[src/rtl/alu_core_pkg.sv]
// Shared opcode encoding, run-state type and instruction field layout for alu_core_param.
// Instruction word is {op, dst, src1, src0}; field offsets scale with the operand width.
package alu_core_pkg;

    typedef enum logic [3:0] {
        OP_NOP  = 4'd0,
        OP_ADD  = 4'd1,
        OP_SUB  = 4'd2,
        OP_STO  = 4'd3,
        OP_BLE  = 4'd4,
        OP_JMP  = 4'd5,
        OP_CALL = 4'd6,
        OP_RET  = 4'd7,
        OP_AND  = 4'd8,
        OP_OR   = 4'd9,
        OP_OUT  = 4'd10,
        OP_IN   = 4'd11,
        OP_HALT = 4'd15
    } op_e;

    typedef enum logic {
        ST_RUN  = 1'b0,
        ST_HALT = 1'b1
    } core_st_e;

    localparam int OP_W      = 4;
    localparam int FAULT_OVF = 0;
    localparam int FAULT_UNF = 1;

    function automatic int instr_w(input int addr_w);
        return OP_W + 3 * addr_w;
    endfunction

    function automatic int src1_lsb(input int addr_w);
        return addr_w;
    endfunction

    function automatic int dst_lsb(input int addr_w);
        return 2 * addr_w;
    endfunction

    function automatic int op_lsb(input int addr_w);
        return 3 * addr_w;
    endfunction

endpackage

[src/rtl/alu_core_param_ret_stack.sv]
// Hardware return-address stack; entry 0 is always the top, older entries shift down.
// Overflowing pushes and underflowing pops are ignored here; the core flags them.
module ret_stack #(
    parameter int IP_W        = 16,
    parameter int STACK_DEPTH = 4
) (
    input  logic            clk_i,
    input  logic            rst_ni,
    input  logic            push_i,
    input  logic            pop_i,
    input  logic [IP_W-1:0] push_data_i,
    output logic [IP_W-1:0] top_o,
    output logic            full_o,
    output logic            empty_o
);
    localparam int CNT_W = $clog2(STACK_DEPTH + 1);

    logic [CNT_W-1:0] cnt_q, cnt_d;
    logic [IP_W-1:0]  ent_q [STACK_DEPTH];
    logic [IP_W-1:0]  ent_d [STACK_DEPTH];

    assign full_o  = (cnt_q == CNT_W'(STACK_DEPTH));
    assign empty_o = (cnt_q == '0);
    assign top_o   = ent_q[0];

    always_comb begin
        cnt_d = cnt_q;
        ent_d = ent_q;
        if (push_i && !full_o) begin
            cnt_d    = cnt_q + CNT_W'(1);
            ent_d[0] = push_data_i;
            for (int i = 1; i < STACK_DEPTH; i++) ent_d[i] = ent_q[i-1];
        end else if (pop_i && !empty_o) begin
            cnt_d = cnt_q - CNT_W'(1);
            for (int i = 0; i < STACK_DEPTH - 1; i++) ent_d[i] = ent_q[i+1];
        end
    end

    // Only the depth counter is reset; stale entries are unreachable once it is zero.
    always_ff @(posedge clk_i) begin
        if (!rst_ni) cnt_q <= '0;
        else         cnt_q <= cnt_d;
    end

    always_ff @(posedge clk_i) begin
        ent_q <= ent_d;
    end

endmodule

[src/rtl/alu_core_param.sv]
// Two-stage (fetch / execute) parametrised MiniAlu core with return stack, I/O port and HALT.
// Taken branches steer oIP combinationally from execute, so there is no branch bubble.
module alu_core_param
    import alu_core_pkg::*;
#(
    parameter int DATA_W      = 16,
    parameter int ADDR_W      = 8,
    parameter int IP_W        = 16,
    parameter int STACK_DEPTH = 4
) (
    input  logic                       Clock,
    input  logic                       Reset,
    output logic [IP_W-1:0]            oIP,
    input  logic [instr_w(ADDR_W)-1:0] iInstruction,
    output logic [ADDR_W-1:0]          oReadAddr0,
    output logic [ADDR_W-1:0]          oReadAddr1,
    input  logic [DATA_W-1:0]          iReadData0,
    input  logic [DATA_W-1:0]          iReadData1,
    output logic                       oWriteEnable,
    output logic [ADDR_W-1:0]          oWriteAddr,
    output logic [DATA_W-1:0]          oWriteData,
    output logic                       oIOWrite,
    output logic [ADDR_W-1:0]          oIOSel,
    output logic [DATA_W-1:0]          oIOData,
    input  logic [DATA_W-1:0]          iIOData,
    output logic                       oHalted,
    output logic [1:0]                 oStackFault
);
    localparam int OP_LSB   = op_lsb(ADDR_W);
    localparam int DST_LSB  = dst_lsb(ADDR_W);
    localparam int SRC1_LSB = src1_lsb(ADDR_W);

    op_e               f_op;
    logic [ADDR_W-1:0] f_dst, f_src1, f_src0;

    assign f_op   = op_e'(iInstruction[OP_LSB +: OP_W]);
    assign f_dst  = iInstruction[DST_LSB +: ADDR_W];
    assign f_src1 = iInstruction[SRC1_LSB +: ADDR_W];
    assign f_src0 = iInstruction[ADDR_W-1:0];

    assign oReadAddr0 = f_src0;
    assign oReadAddr1 = f_src1;

    core_st_e          st_q;
    logic [IP_W-1:0]   ip_q, ip_d, ex_ip_q;
    op_e               ex_op_q;
    logic [ADDR_W-1:0] ex_dst_q, ex_src1_q, ex_src0_q;
    logic [1:0]        fault_q, fault_d;
    logic              fwd_we_q;
    logic [ADDR_W-1:0] fwd_dst_q;
    logic [DATA_W-1:0] fwd_data_q;

    logic [DATA_W-1:0] op1, op0, wr_data;
    logic [IP_W-1:0]   target, stk_top;
    logic              wr_en, io_wr, take, halt_now;
    logic              push, pop, ovf, unf, stk_full, stk_empty;

    ret_stack #(
        .IP_W        (IP_W),
        .STACK_DEPTH (STACK_DEPTH)
    ) u_stack (
        .clk_i       (Clock),
        .rst_ni      (Reset),
        .push_i      (push),
        .pop_i       (pop),
        .push_data_i (ex_ip_q + IP_W'(1)),
        .top_o       (stk_top),
        .full_o      (stk_full),
        .empty_o     (stk_empty)
    );

    always_comb begin
        // Last cycle's result bypasses the RAM, whose read was issued before that write landed.
        op1 = (fwd_we_q && fwd_dst_q == ex_src1_q) ? fwd_data_q : iReadData1;
        op0 = (fwd_we_q && fwd_dst_q == ex_src0_q) ? fwd_data_q : iReadData0;

        wr_en    = 1'b0;
        wr_data  = '0;
        io_wr    = 1'b0;
        take     = 1'b0;
        target   = IP_W'(ex_dst_q);
        push     = 1'b0;
        pop      = 1'b0;
        ovf      = 1'b0;
        unf      = 1'b0;
        halt_now = 1'b0;

        case (ex_op_q)
            OP_ADD:  begin wr_en = 1'b1; wr_data = op1 + op0; end
            OP_SUB:  begin wr_en = 1'b1; wr_data = op1 - op0; end
            OP_AND:  begin wr_en = 1'b1; wr_data = op1 & op0; end
            OP_OR:   begin wr_en = 1'b1; wr_data = op1 | op0; end
            OP_STO:  begin wr_en = 1'b1; wr_data = DATA_W'({ex_src1_q, ex_src0_q}); end
            OP_IN:   begin wr_en = 1'b1; wr_data = iIOData; end
            OP_OUT:  io_wr = 1'b1;
            OP_BLE:  take = (op1 <= op0);
            OP_JMP:  take = 1'b1;
            OP_CALL: begin
                take = 1'b1;
                ovf  = stk_full;
                push = !stk_full;
            end
            OP_RET: begin
                unf = stk_empty;
                if (!stk_empty) begin
                    pop    = 1'b1;
                    take   = 1'b1;
                    target = stk_top;
                end
            end
            OP_HALT: halt_now = 1'b1;
            default: ;
        endcase

        fault_d = fault_q;
        if (ovf) fault_d[FAULT_OVF] = 1'b1;
        if (unf) fault_d[FAULT_UNF] = 1'b1;
    end

    assign oIP  = take ? target : ip_q;
    assign ip_d = oIP + IP_W'(1);

    assign oWriteEnable = wr_en;
    assign oWriteAddr   = wr_en ? ex_dst_q : '0;
    assign oWriteData   = wr_data;
    assign oIOWrite     = io_wr;
    assign oIOSel       = io_wr ? ex_dst_q : '0;
    assign oIOData      = io_wr ? op1 : '0;
    assign oHalted      = (st_q == ST_HALT);
    assign oStackFault  = fault_q;

    always_ff @(posedge Clock) begin
        if (!Reset) begin
            st_q       <= ST_RUN;
            ip_q       <= '0;
            ex_ip_q    <= '0;
            ex_op_q    <= OP_NOP;
            ex_dst_q   <= '0;
            ex_src1_q  <= '0;
            ex_src0_q  <= '0;
            fault_q    <= '0;
            fwd_we_q   <= 1'b0;
            fwd_dst_q  <= '0;
            fwd_data_q <= '0;
        end else begin
            fault_q    <= fault_d;
            fwd_we_q   <= wr_en;
            fwd_dst_q  <= ex_dst_q;
            fwd_data_q <= wr_data;
            case (st_q)
                ST_RUN: begin
                    if (halt_now) begin
                        // ip_q already points at HALT+1 and is frozen from here on.
                        st_q    <= ST_HALT;
                        ex_op_q <= OP_NOP;
                    end else begin
                        ip_q      <= ip_d;
                        ex_ip_q   <= oIP;
                        ex_op_q   <= f_op;
                        ex_dst_q  <= f_dst;
                        ex_src1_q <= f_src1;
                        ex_src0_q <= f_src0;
                    end
                end
                ST_HALT: ex_op_q <= OP_NOP;
                default: st_q <= ST_RUN;
            endcase
        end
    end

endmodule

[config.mk]
export PLATFORM = sky130hd
export DESIGN_NAME = alu_core_param
export DESIGN_NICKNAME = d
export VERILOG_FILES = /design/src/rtl/alu_core_pkg.sv /design/src/rtl/alu_core_param_ret_stack.sv /design/src/rtl/alu_core_param.sv
export SDC_FILE = /design/constraint.sdc
export NUM_CORES = 1
export LEC_CHECK = 0
export BUFFER_PORTS_ARGS = -buffer_cell sky130_fd_sc_hd__buf_2
export CAP_MARGIN = 20
export CORE_AREA = 2 2 171 173
export CTS_BUF_LIST = sky130_fd_sc_hd__clkbuf_4
export CTS_CLUSTER_SIZE = 30
export DETAILED_ROUTE_END_ITERATION = 7
export DIE_AREA = 0 0 173 175
export SYNTH_ARGS = -nofsm -noshare
export SYNTH_HDL_FRONTEND = slang
export SYNTH_SLANG_ARGS = --single-unit
[constraint.sdc]
create_clock -name Clock -period 5.15 [get_ports Clock]
set_input_delay 0.2575 -clock Clock [delete_from_list [all_inputs] [get_ports Clock]]
set_output_delay 0.2575 -clock Clock [all_outputs]
set_load 0.005 [all_outputs]
==> impl_metrics.json <==
{
  "status": "complete, no violations",
  "holdCritPathClass": "in -> reg",
  "grt_pass1_wl_um": 47130,
  "coreArea_mm2": 0.02839,
  "tightest_slew_ns": 0.9785,
  "cts_buffer_depth": 2,
  "layout.nets": 1477,
  "path_max_fanout": 6,
  "first_pass_iters": 5,
  "htree_levels": 4,
  "gp_congestion": 0.8947,
  "postRouteAntennaNets": 0,
  "crit_path_start": "ex_src1_q[1]",
  "r2r-end": "ip_q[10]",
  "synth_simple_gate_area_frac": 0.2162,
  "period_share": 0.9781,
  "fin_area_mm2": 0.01260,
  "met3_usage": 0.03503,
  "synthCells": 1144,
  "met2_usage": 0.3368,
  "synth_xor_area_frac": 0.03924,
  "critical_path.top_delay_family": "compound AO/OA/AOI/OAI gates",
  "max_freq_mhz": 198.5,
  "worst-setup-path-type": "reg -> out",
  "regToRegSetupSlack_ns": 0.20,
  "synth-seq-cells": 155,
  "io_pins": 163,
  "final-setup-viol-count": 0,
  "ys_seq_area_frac": 0.3812,
  "final_common_cell": "nand2_1",
  "synth-async-reset-ratio": 0,
  "critPathCaptureType": "primary output",
  "grt_busiest_layer": "met2",
  "clkLatencyLatePin_ns": 0.61,
  "initial_core_util": 0.3459,
  "yosysUniqueCellTypes": 74,
  "critPathMaxStageDelay_ns": 0.47,
  "power_density_mw_per_mm2": 222.4,
  "area_growth_pct": 28.28,
  "synth_mux_area_frac": 0.04701,
  "rsz0062_at_grt": "yes",
  "fin_hold_ws_ns": 0.02428,
  "wl_per_cell_um": 18.04,
  "synth-compound-area-share": 0.1852,
  "drt_iter0_drc": 620,
  "grt_max_degree": 63,
  "finalClockSkew_ns": 0.04287,
  "die_h_um": 175,
  "grt_pass1_vias": 8582,
  "cp_num_cells": 19,
  "vias": 9000,
  "synth_edf_count": 64,
  "die_w_um": 173,
  "ff2ff_path_depth": 21,
  "syn_area_mm2": 0.009821,
  "final_cell_mix": "245 x nand2_1, 161 x buf_2, 89 x dfxtp_1",
  "critPathLaunchType": "flip-flop",
  "crit_chain": "xor2_1, nor4_1, nand3_1, nor4_4, buf_4, buf_12, mux2i_4, inv_2, ha_4, buf_4, o21ai_1, nor2_2, o31a_1, a2111o_1, a31oi_4, o2111ai_2, o41a_1, o221ai_2, buf_2",
  "row_count": 62,
  "cap_violations": 0,
  "synth_ff_type": "dfxtp_1",
  "power_mw": 2.802,
  "cpMaxStageDelayCell": "a2111o_1",
  "root_buffer": "clkbuf_4",
  "cts_buffers": 17,
  "drc": 0,
  "hold_violations": 0,
  "r2r-start": "ex_src1_q[1]",
  "yosys.area_share.adder": 0.06982,
  "cp-endpoint": "oWriteData[15]",
  "syn_area_per_cell_um2": 8.585,
  "dp_slack_ns": 0.1698,
  "dp_hpwl_um": 22050,
  "slew_viol_final": 0,
  "cpMostUsedCell": "buf_4",
  "setup_ws_ns": 0.1127,
  "track_usage": 0.1983,
  "worst-path-buf-inv": 5,
  "cts_tree": "done",
  "dpl-instance-area_mm2": 0.01098,
  "min_period_ns": 5.037,
  "overflow": 0,
  "irDropWorstVdd_mv": 0.09738,
  "portBuffers": 162,
  "worst_ep_required_time_ns": 4.89,
  "crit_arrival_ns": 4.78,
  "synth_fp_nets": 1275,
  "clkTransAtPathRegs_ns": 0.19,
  "fin_util": 0.4437,
  "via_per_inst": 5.161,
  "filler_cell_count": 2898,
  "dieArea_mm2": 0.03028,
  "synth_top_family_by_area": "simple AND/OR/NAND/NOR gates",
  "routed_wl_um": 31470,
  "antenna_found_initial": 1,
  "drive_gt1_frac": 0.2862,
  "ys_warn_count": 0,
  "p_leak_nw": 5.435,
  "grt.met1_usage": 0.2514,
  "clock_sinks": 155,
  "slew_headroom": 0.3477
}
-- synth_stat cells (28+ instances only) --
cell	number	area share
nand2_1	247	0.094
dfxtp_1	91	0.19
edfxtp_1	64	0.20
nor2_1	61	0.023
inv_1	54	0.021
ha_1	50	0.064
o21ai_0	49	0.025
clkbuf_1	46	0.018
and2_1	42	0.027
a21oi_1	35	0.018
a21boi_0	33	0.025
xor2_1	28	0.025
-- power by group --
group	internal [mW]	total [mW]	switching, mW
Sequential	1.31	1.35	0.0422
Clock	0.227	0.785	0.558
Combinational	0.304	0.664	0.360
-- worst min path at each step --
stage	end	startpoint	cells after the start	slack, ns
finish	fwd_data_q[7]	iIOData[7]	4	0.02
CTS	fwd_data_q[5]	iIOData[5]	4	0.002
global placement	u_stack.ent_q[3]	u_stack.ent_q[19]	0	0.43
floorplan	fwd_data_q[0]	Reset	2	0.40
detailed placement	u_stack.ent_q[15]	u_stack.ent_q[31]	0	0.44
global route	fwd_data_q[5]	iIOData[5]	4	0.02
-- through the flow --
stage | cells | setup TNS, ns
after floorplan | 1144 | 0
after global placement | 1641 | 0
after detailed placement | 1641 | 0
after CTS | 1718 | 0
after global routing | 1744 | -1.012
final | 1744 | 0
-- area by class of cell --
| class | count | area (um2) | area share |
|---|---|---|---|
| clock inverters | 15 | 168.9 | 0.01341 |
| inverters | 60 | 227.7 | 0.01808 |
| multi-input cells | 854 | 6147 | 0.4879 |
| diodes | 1 | 2.502 | 0.0001986 |
| flip-flops and latches | 155 | 3746 | 0.2973 |
| well taps | 384 | 480.5 | 0.03814 |
| clock buffers | 17 | 127.6 | 0.01013 |
| repair buffers | 258 | 1698 | 0.1348 |
-- layer usage --
metal,up-vias,part of all wire
li1,4397,-
met1,4276,0.44
met2,273,0.48
met3,54,0.047
met4,0,0.030
met5,-,0
-- cells by family after synthesis --
kind of cell,Yosys count
AOI/OAI and AO/OA,253
xor gates and xnor gates,44
adders and majority gates,53
buffers and inverters,135
DFF,155
muxes,44
and+or+nand+nor,460
-- timing repair --
item	4_1_cts	5_1_grt
endpoints found under the hold margin	29	1
hold buffers	29	1
pin swaps	18	38
buffers inserted	15	23
setup endpoints to repair	17	32
cloned	1	2
resized for setup	34	104
-- sequential cells by signal, summed over array words and instances, names as in the netlist, 2 cells and up --
name	flops
u_stack.ent_q	48
ex_ip_q	16
fwd_data_q	16
ip_q	16
u_stack.top_o	16
ex_dst_q	8
ex_src0_q	8
ex_src1_q	8
fwd_dst_q	8
ex_op_q	4
u_stack.cnt_q	3
oStackFault	2
-- worst reg2reg max path: stages, from the launching register on --
cell and delay (ns):
dfxtp_2 0.36, xor2_1 0.16, nor4_1 0.27, nand3_1 0.16, nor4_4 0.24, buf_4 0.17
buf_12 0.15, mux2i_4 0.29, ha_4 0.19, fa_2 0.24, nor2_4 0.05, o311ai_4 0.32
buf_4 0.18, a211oi_4 0.07, o41ai_4 0.45, nand2_4 0.17, o21ai_1 0.23, ha_2 0.27
nor4b_2 0.27, a21oi_2 0.11, or4_1 0.47, nand3_1 0.09
No activity file was read; power rests on OpenSTA's default activity.
